===== config.mk =====
export PLATFORM = sky130hd
export DESIGN_NAME = cpu_step_controller_flat
export DESIGN_NICKNAME = d
export VERILOG_FILES = /design/src/rtl/cpu_step_controller_pkg.sv /design/src/rtl/cpu_step_controller_if.sv /design/src/rtl/cpu_step_controller_debounce_sync.sv /design/src/rtl/cpu_step_controller.sv /design/src/flat_wrapper.sv
export SDC_FILE = /design/constraint.sdc
export NUM_CORES = 1
export LEC_CHECK = 0
export BUFFER_PORTS_ARGS = -buffer_cell sky130_fd_sc_hd__buf_2
export CELL_PAD_IN_SITES_DETAIL_PLACEMENT = 0
export CELL_PAD_IN_SITES_GLOBAL_PLACEMENT = 2
export CORE_MARGIN = 2
export CORE_UTILIZATION = 37
export CTS_BUF_LIST = sky130_fd_sc_hd__clkbuf_8 sky130_fd_sc_hd__clkbuf_16
export DETAILED_ROUTE_END_ITERATION = 10
export PLACE_DENSITY = 0.87
export SLEW_MARGIN = 20
export SYNTH_ARGS = -nofsm -noshare
export SYNTH_HDL_FRONTEND = slang
export SYNTH_SLANG_ARGS = --single-unit

===== constraint.sdc =====
create_clock -name fastclk -period 3.5 [get_ports fastclk]
set_input_delay 0 -clock fastclk [delete_from_list [all_inputs] [get_ports fastclk]]
set_output_delay 0 -clock fastclk [all_outputs]
set_load 0.005 [all_outputs]

===== src/rtl/cpu_step_controller_pkg.sv =====
// Shared types for the board-build execution controller.
// State encoding matches the LED/seven-segment display mux.
package cpu_step_controller_pkg;

  typedef enum logic [1:0] {
    ST_PAUSE = 2'b00,
    ST_RUN   = 2'b01,
    ST_STEP  = 2'b10,
    ST_HALT  = 2'b11
  } state_e;

  function automatic logic bp_match(
    input logic        en,
    input logic [63:0] pc,
    input logic [63:0] addr
  );
    return en && (pc == addr);
  endfunction

endpackage


===== src/rtl/cpu_step_controller_if.sv =====
// Board/core-facing bundle of the execution controller.
// master = board + core side, slave = controller.
interface cpu_step_controller_if #(
  parameter int ADDR_W = 32,
  parameter int CNT_W  = 16
);
  logic              run_sw;
  logic              step_btn;
  logic              halt_req;
  logic [ADDR_W-1:0] pc;
  logic              bp_en;
  logic [ADDR_W-1:0] bp_addr;
  logic              cpu_ce;
  logic [1:0]        state;
  logic              bp_hit;
  logic [CNT_W-1:0]  instr_count;

  modport master (
    output run_sw, step_btn, halt_req,
    output pc, bp_en, bp_addr,
    input  cpu_ce, state, bp_hit, instr_count
  );

  modport slave (
    input  run_sw, step_btn, halt_req,
    input  pc, bp_en, bp_addr,
    output cpu_ce, state, bp_hit, instr_count
  );
endinterface


===== src/rtl/cpu_step_controller_debounce_sync.sv =====
// 2-FF synchronizer followed by a stable-count debouncer.
// Level flips after DEB_CYCLES consecutive differing samples.
module debounce_sync #(
  parameter int DEB_CYCLES = 250000
) (
  input  logic i_clk,
  input  logic i_rst,
  input  logic i_raw,
  output logic o_level,
  output logic o_rise
);
  localparam int CW = $clog2(DEB_CYCLES + 1);

  logic          r_sync1;
  logic          r_sync2;
  logic          r_level;
  logic          r_rise;
  logic [CW-1:0] r_cnt;
  logic          w_diff;
  logic          w_done;

  assign w_diff  = r_sync2 != r_level;
  assign w_done  = r_cnt == CW'(DEB_CYCLES - 1);
  assign o_level = r_level;
  assign o_rise  = r_rise;

  always_ff @(posedge i_clk or posedge i_rst) begin
    if (i_rst) begin
      r_sync1 <= 1'b0;
      r_sync2 <= 1'b0;
      r_level <= 1'b0;
      r_rise  <= 1'b0;
      r_cnt   <= '0;
    end else begin
      r_sync1 <= i_raw;
      r_sync2 <= r_sync1;
      r_rise  <= 1'b0;
      if (!w_diff) begin
        r_cnt <= '0;
      end else if (w_done) begin
        r_cnt   <= '0;
        r_level <= r_sync2;
        r_rise  <= r_sync2;
      end else begin
        r_cnt <= r_cnt + CW'(1);
      end
    end
  end
endmodule


===== src/rtl/cpu_step_controller.sv =====
// Generates the core clock-enable: divided free-run, single-step,
// PC breakpoint pause and sticky halt on ECALL/EBREAK.
module cpu_step_controller
  import cpu_step_controller_pkg::*;
#(
  parameter int DEB_CYCLES = 250000,
  parameter int RUN_DIV    = 25000000,
  parameter int ADDR_W     = 32,
  parameter int CNT_W      = 16
) (
  input  logic                 fastclk,
  input  logic                 rst,
  cpu_step_controller_if.slave bus
);
  localparam int DIV_W = (RUN_DIV > 2) ? $clog2(RUN_DIV) : 1;

  state_e           r_state;
  logic             r_cpu_ce;
  logic             r_bp_hit;
  logic             r_bp_skip;
  logic [CNT_W-1:0] r_count;
  logic [DIV_W-1:0] r_div;

  logic w_run_db;
  logic w_run_rise;
  logic w_step_db;
  logic w_step_rise;
  logic w_div_tc;
  logic w_bp;

  debounce_sync #(.DEB_CYCLES(DEB_CYCLES)) u_run_db (
    .i_clk   (fastclk),
    .i_rst   (rst),
    .i_raw   (bus.run_sw),
    .o_level (w_run_db),
    .o_rise  (w_run_rise)
  );

  debounce_sync #(.DEB_CYCLES(DEB_CYCLES)) u_step_db (
    .i_clk   (fastclk),
    .i_rst   (rst),
    .i_raw   (bus.step_btn),
    .o_level (w_step_db),
    .o_rise  (w_step_rise)
  );

  assign w_div_tc = r_div == DIV_W'(RUN_DIV - 1);
  assign w_bp     = bp_match(bus.bp_en, 64'(bus.pc), 64'(bus.bp_addr));

  assign bus.cpu_ce      = r_cpu_ce;
  assign bus.state       = r_state;
  assign bus.bp_hit      = r_bp_hit;
  assign bus.instr_count = r_count;

  always_ff @(posedge fastclk or posedge rst) begin
    if (rst) begin
      r_state   <= ST_PAUSE;
      r_cpu_ce  <= 1'b0;
      r_bp_hit  <= 1'b0;
      r_bp_skip <= 1'b0;
      r_count   <= '0;
      r_div     <= '0;
    end else begin
      r_cpu_ce <= 1'b0;
      unique case (r_state)
        ST_PAUSE: begin
          if (w_run_db) begin
            r_state   <= ST_RUN;
            r_div     <= '0;
            r_bp_skip <= 1'b1;
            r_bp_hit  <= 1'b0;
          end else if (w_step_rise) begin
            r_bp_hit <= 1'b0;
            if (bus.halt_req) begin
              r_state <= ST_HALT;
            end else begin
              r_state  <= ST_STEP;
              r_cpu_ce <= 1'b1;
              r_count  <= r_count + CNT_W'(1);
            end
          end
        end
        ST_STEP: begin
          r_state <= ST_PAUSE;
        end
        ST_RUN: begin
          // Leaving RUN takes priority over a terminal divider.
          if (!w_run_db) begin
            r_state <= ST_PAUSE;
          end else if (!w_div_tc) begin
            r_div <= r_div + DIV_W'(1);
          end else if (bus.halt_req) begin
            r_state <= ST_HALT;
          end else if (w_bp && !r_bp_skip) begin
            r_state  <= ST_PAUSE;
            r_bp_hit <= 1'b1;
          end else begin
            r_cpu_ce  <= 1'b1;
            r_count   <= r_count + CNT_W'(1);
            r_div     <= '0;
            r_bp_skip <= 1'b0;
          end
        end
        ST_HALT: begin
          r_state <= ST_HALT;
        end
        default: begin
          r_state <= ST_PAUSE;
        end
      endcase
    end
  end

  logic w_unused;
  assign w_unused = w_run_rise ^ w_step_db;
endmodule


===== src/flat_wrapper.sv =====
// flat-port wrapper written by rule: the top's interface ports become plain ports
module cpu_step_controller_flat import cpu_step_controller_pkg::*;
#(
  parameter int DEB_CYCLES = 250000,
  parameter int RUN_DIV    = 25000000,
  parameter int ADDR_W     = 32,
  parameter int CNT_W      = 16
)
  (fastclk, rst, bus_run_sw, bus_step_btn, bus_halt_req, bus_pc, bus_bp_en, bus_bp_addr, bus_cpu_ce, bus_state, bus_bp_hit, bus_instr_count);
  cpu_step_controller_if #(.ADDR_W(ADDR_W), .CNT_W(CNT_W)) bus_i ();
  input  logic fastclk;
  input  logic rst;
  input wire logic [$bits(bus_i.run_sw)-1:0] bus_run_sw;
  input wire logic [$bits(bus_i.step_btn)-1:0] bus_step_btn;
  input wire logic [$bits(bus_i.halt_req)-1:0] bus_halt_req;
  input wire logic [$bits(bus_i.pc)-1:0] bus_pc;
  input wire logic [$bits(bus_i.bp_en)-1:0] bus_bp_en;
  input wire logic [$bits(bus_i.bp_addr)-1:0] bus_bp_addr;
  output wire logic [$bits(bus_i.cpu_ce)-1:0] bus_cpu_ce;
  output wire logic [$bits(bus_i.state)-1:0] bus_state;
  output wire logic [$bits(bus_i.bp_hit)-1:0] bus_bp_hit;
  output wire logic [$bits(bus_i.instr_count)-1:0] bus_instr_count;
  assign bus_i.run_sw = bus_run_sw;
  assign bus_i.step_btn = bus_step_btn;
  assign bus_i.halt_req = bus_halt_req;
  assign bus_i.pc = bus_pc;
  assign bus_i.bp_en = bus_bp_en;
  assign bus_i.bp_addr = bus_bp_addr;
  assign bus_cpu_ce = bus_i.cpu_ce;
  assign bus_state = bus_i.state;
  assign bus_bp_hit = bus_i.bp_hit;
  assign bus_instr_count = bus_i.instr_count;
  cpu_step_controller #(.DEB_CYCLES(DEB_CYCLES), .RUN_DIV(RUN_DIV), .ADDR_W(ADDR_W), .CNT_W(CNT_W)) u_core (.fastclk(fastclk), .rst(rst), .bus(bus_i));
endmodule

==> results.rst <==
.. list-table::
   :header-rows: 1

   * - Metric
     - Value
   * - Leading post-synthesis cells by cell area
     - sky130_fd_sc_hd__dfrtp_1, sky130_fd_sc_hd__xor2_1, sky130_fd_sc_hd__nor2_1
   * - Cell area after synthesis
     - 4783 sq um
   * - Slowest stage delay, CP
     - 0.52 ns
   * - Number of levels the H-tree was split into
     - 3
   * - Worst min path class
     - input pin to flop
   * - Clk_skew
     - 0.006663 ns
   * - Number of nets still failing antenna checks after routing
     - 0
   * - Standard-cell row count
     - 41
   * - Clock sink count
     - 89
   * - Gate family responsible for the most delay along the worst path
     - simple AND/OR/NAND/NOR gates
   * - Aggregate global-route resource usage
     - 16.12%
   * - Worst IR Drop VDD
     - 204.8 uV
   * - Post-synthesis cell count
     - 503
   * - Summed negative setup slack over all endpoints
     - 0 ns
   * - Antenna diode count
     - 0
   * - Distinct cell type count of the synthesized netlist
     - 45
   * - FFs w/ async S/R, synth
     - 100.0%
   * - Post-DP HPWL
     - 7703 microns
   * - Result of the run
     - finished clean
   * - Setup repair after global routing missed its margin
     - no
   * - Starting density of the core
     - 37.90%
   * - Period utilisation layout
     - 80.62%
   * - FF-to-FF path depth
     - 8
   * - R2R Path Start
     - u_core.r_bp_skip
   * - First-pass GRT wire length
     - 18550 microns
   * - Worst Hold End
     - u_core.r_bp_skip
   * - Final number of hold-violating endpoints
     - 0
   * - Slew at the pin closest to its max-slew limit
     - 0.8430 ns
   * - Port buffer count
     - 89
   * - Setup violation total in the final timing report
     - 0
   * - Endpoint of the lowest-slack register-to-register path
     - u_core.bus.instr_count[4]
   * - Final Routed Wirelength
     - 10770 microns
   * - Endpoint kind of the worst setup timing path
     - flop
   * - Critical-path top delay cell
     - sky130_fd_sc_hd__nor4_1
   * - Die height
     - 117.7 microns
   * - Post-route minimum period
     - 2.822 ns
   * - Die ar.
     - 13850 sq um
   * - Post-CTS Setup Bufs
     - 0
   * - Worst relative slew slack
     - 43.59%
   * - R2r setup slk
     - 0.68 ns
   * - Routed len/inst
     - 13.94 microns
   * - Largest net degree at the start of global routing
     - 48
   * - Mapped Avg Cell Area
     - 9.510 sq um
   * - CP Data Required Time
     - 3.73 ns
   * - Fillcell total
     - 1237
   * - Final design area excluding fillers
     - 5733 sq um
   * - Post-route worst hold slack
     - 0.01320 ns
   * - # IOs
     - 90
   * - Sequential fraction of the synthesis area
     - 46.56%
   * - Origin of the worst min-delay path
     - bus_halt_req
   * - Synth top area share
     - 46.56%
   * - Placeable core area
     - 12620 sq um
   * - CTS clk-pin slew, worst paths
     - 0.07 ns
   * - Routed vias
     - 3939
   * - Initial antenna violation count
     - 0
   * - Ys Warns
     - 0
   * - Number of global-route vias before repair
     - 3935
   * - Cts repair resizes
     - 0
   * - Width of the die
     - 117.7 microns
   * - Worst-case setup margin in the final layout
     - 0.6782 ns
   * - Placed inst area
     - 5396 sq um
   * - First-pass detailed-route iteration total
     - 4
   * - TritonCTS buffer count
     - 9
   * - Number of remaining DRC errors
     - 0
   * - Dpl ws
     - 0.7063 ns
   * - Max-slew violation total from the final report
     - 0
   * - Hold depth
     - 3
   * - Number of design-rule violations left by the first detailed-router iteration
     - 243
   * - GRT Residual Overflow
     - 0
   * - Worst Setup Start Kind
     - flop
   * - CTS tree
     - done
   * - Layout cell share with drive strength beyond 1
     - 19.83%
   * - Pwr dens
     - 373.2 nW/um^2
   * - Final estimated routing congestion in global placement
     - 0.7990
   * - Cell leakage power
     - 2.593 nW
   * - Critical path cell sequence
     - nor3b_1 -> nand4_1 -> nor4_1 -> buf_4 -> o21a_1 -> inv_1 -> and4_1 -> xor2_1
   * - Commonest cells after routing, fill and taps aside
     - sky130_fd_sc_hd__buf_2, sky130_fd_sc_hd__dfrtp_1, sky130_fd_sc_hd__nor2_1, sky130_fd_sc_hd__xor2_1, sky130_fd_sc_hd__nand2_1
   * - Buffer levels on the longest clock path
     - 2
   * - Area growth, synth to finish
     - 19.85%
   * - Clock root buffer
     - sky130_fd_sc_hd__clkbuf_16
   * - Clock latency of the later-clocked register in the worst-skew pair
     - 0.34 ns
   * - Startpoint-to-endpoint class of the critical path
     - flop to flop
   * - Routed via count divided by cell count
     - 5.102
   * - Total Power
     - 2.140 mW
   * - Highest net fanout along the worst path
     - 11
   * - Buffers and inverters on the worst path
     - 2
   * - Number of violations of the max-capacitance limit
     - 0
   * - # nets final
     - 669
   * - Synth area leader
     - sky130_fd_sc_hd__dfrtp_1
   * - Post-synth top flop
     - sky130_fd_sc_hd__dfrtp_1
   * - First element of the critical path
     - u_core.r_bp_skip
   * - Register bit count reported by yosys
     - 89
   * - Cts-stage hold buffer count
     - 3
   * - Area taken by multi-input logic gates
     - 2436 sq um
   * - Number of enable flip-flop cells after synthesis
     - 0
   * - Post-Synthesis Net Count
     - 577
   * - Achievable clock frequency
     - 354.4 MHz
   * - Data arrival, critical path
     - 3.05 ns
   * - Seq. cell area
     - 2227 sq um
[report_power, final]
group / total, mW / switching (mW) / internal [mW]
Sequential: 1.04 / 0.00604 / 1.04
Combinational: 0.116 / 0.0602 / 0.0558
Clock: 0.981 / 0.406 / 0.575
Total: 2.14 / 0.472 / 1.67
[cell usage after synthesis (3+ instances only)]
master and count:
sky130_fd_sc_hd__xnor2_1 26, sky130_fd_sc_hd__inv_1 11, sky130_fd_sc_hd__nand3_1 32, sky130_fd_sc_hd__a31oi_1 13, sky130_fd_sc_hd__dfrtp_1 89, sky130_fd_sc_hd__ha_1 4
sky130_fd_sc_hd__and3_1 14, sky130_fd_sc_hd__o21ai_0 33, sky130_fd_sc_hd__a21oi_1 5, sky130_fd_sc_hd__nor4bb_1 3, sky130_fd_sc_hd__o31ai_1 6, sky130_fd_sc_hd__nand2_1 45
sky130_fd_sc_hd__nor2_1 62, sky130_fd_sc_hd__nor2b_1 3, sky130_fd_sc_hd__and4_1 8, sky130_fd_sc_hd__nand4_1 15, sky130_fd_sc_hd__nor3b_1 6, sky130_fd_sc_hd__a21o_1 3
sky130_fd_sc_hd__clkbuf_1 7, sky130_fd_sc_hd__mux2_2 3, sky130_fd_sc_hd__xor2_1 54, sky130_fd_sc_hd__nor3_1 11, sky130_fd_sc_hd__and2_1 3, sky130_fd_sc_hd__buf_2 6
sky130_fd_sc_hd__nor4_1 14, sky130_fd_sc_hd__nand2b_1 4
[worst max path at each step]
stage / to / slack [ns] / cells past startpoint
finish: u_core.bus.instr_count[4] / 0.68 / 8
CTS: u_core.bus.instr_count[4] / 0.68 / 8
global placement: u_core.bus.instr_count[4] / 0.79 / 8
detailed placement: u_core.bus.instr_count[4] / 0.71 / 8
floorplan: u_core.bus.bp_hit / 1.19 / 1
global route: u_core.bus.instr_count[12] / 0.54 / 8
[layer usage]
metal / track usage [%] / wire (microns) / up-vias / part of all wire, %
met4: 5.648 / 131 / 0 / 1.2
met5: 0 / 0 / - / 0
li1: - / - / 1963 / -
met2: 26.13 / 5085 / 82 / 47
met3: 3.488 / 442 / 9 / 4.1
met1: 21.34 / 5107 / 1885 / 47
[kinds of logic after synthesis]
logic type | synth area share [%]
compound gates | 8.135
flops | 46.56
simple gates | 26.18
mux | 0.9155
fa+ha+maj | 1.046
buf+inv | 2.511
xor+xnor | 14.65
[registers in the layout, indices dropped and copies added (netlist names)]
register	flops
u_core.u_step_db.o_rise	1
u_core.r_bp_skip	1
u_core.bus.cpu_ce	1
u_core.bus.instr_count	16
u_core.u_run_db.r_cnt	18
u_core.u_step_db.r_cnt	18
u_core.u_run_db.r_sync1	1
u_core.u_step_db.r_sync1	1
u_core.u_run_db.o_level	1
u_core.u_step_db.o_level	1
u_core.u_step_db.r_sync2	1
u_core.bus.state	2
u_core.u_run_db.r_sync2	1
u_core.r_div	25
u_core.bus.bp_hit	1
[area by class of cell]
cell class	count	area share, %
Multi-Input combinational cell	388	42.49
Tap cell	172	3.754
Sequential cell	89	38.85
Timing Repair Buffer	96	8.817
Clock buffer	10	4.168
Clock inverter	6	1.179
Inverter	11	0.7420
[per-stage QoR]
step	util (%)	cells
2_1_floorplan	-	503
4_1_cts	45.43	772
5_1_grt	45.43	772
3_5_place_dp	42.76	753
6_report	45.43	772
3_3_place_gp	42.76	753
[worst min-delay path, cell delays in order]
cell	delay [ns]
sky130_fd_sc_hd__buf_2	0.15
sky130_fd_sc_hd__o41ai_1	0.09
sky130_fd_sc_hd__o21ai_0	0.07
No activity file was read; power rests on OpenSTA's default activity.
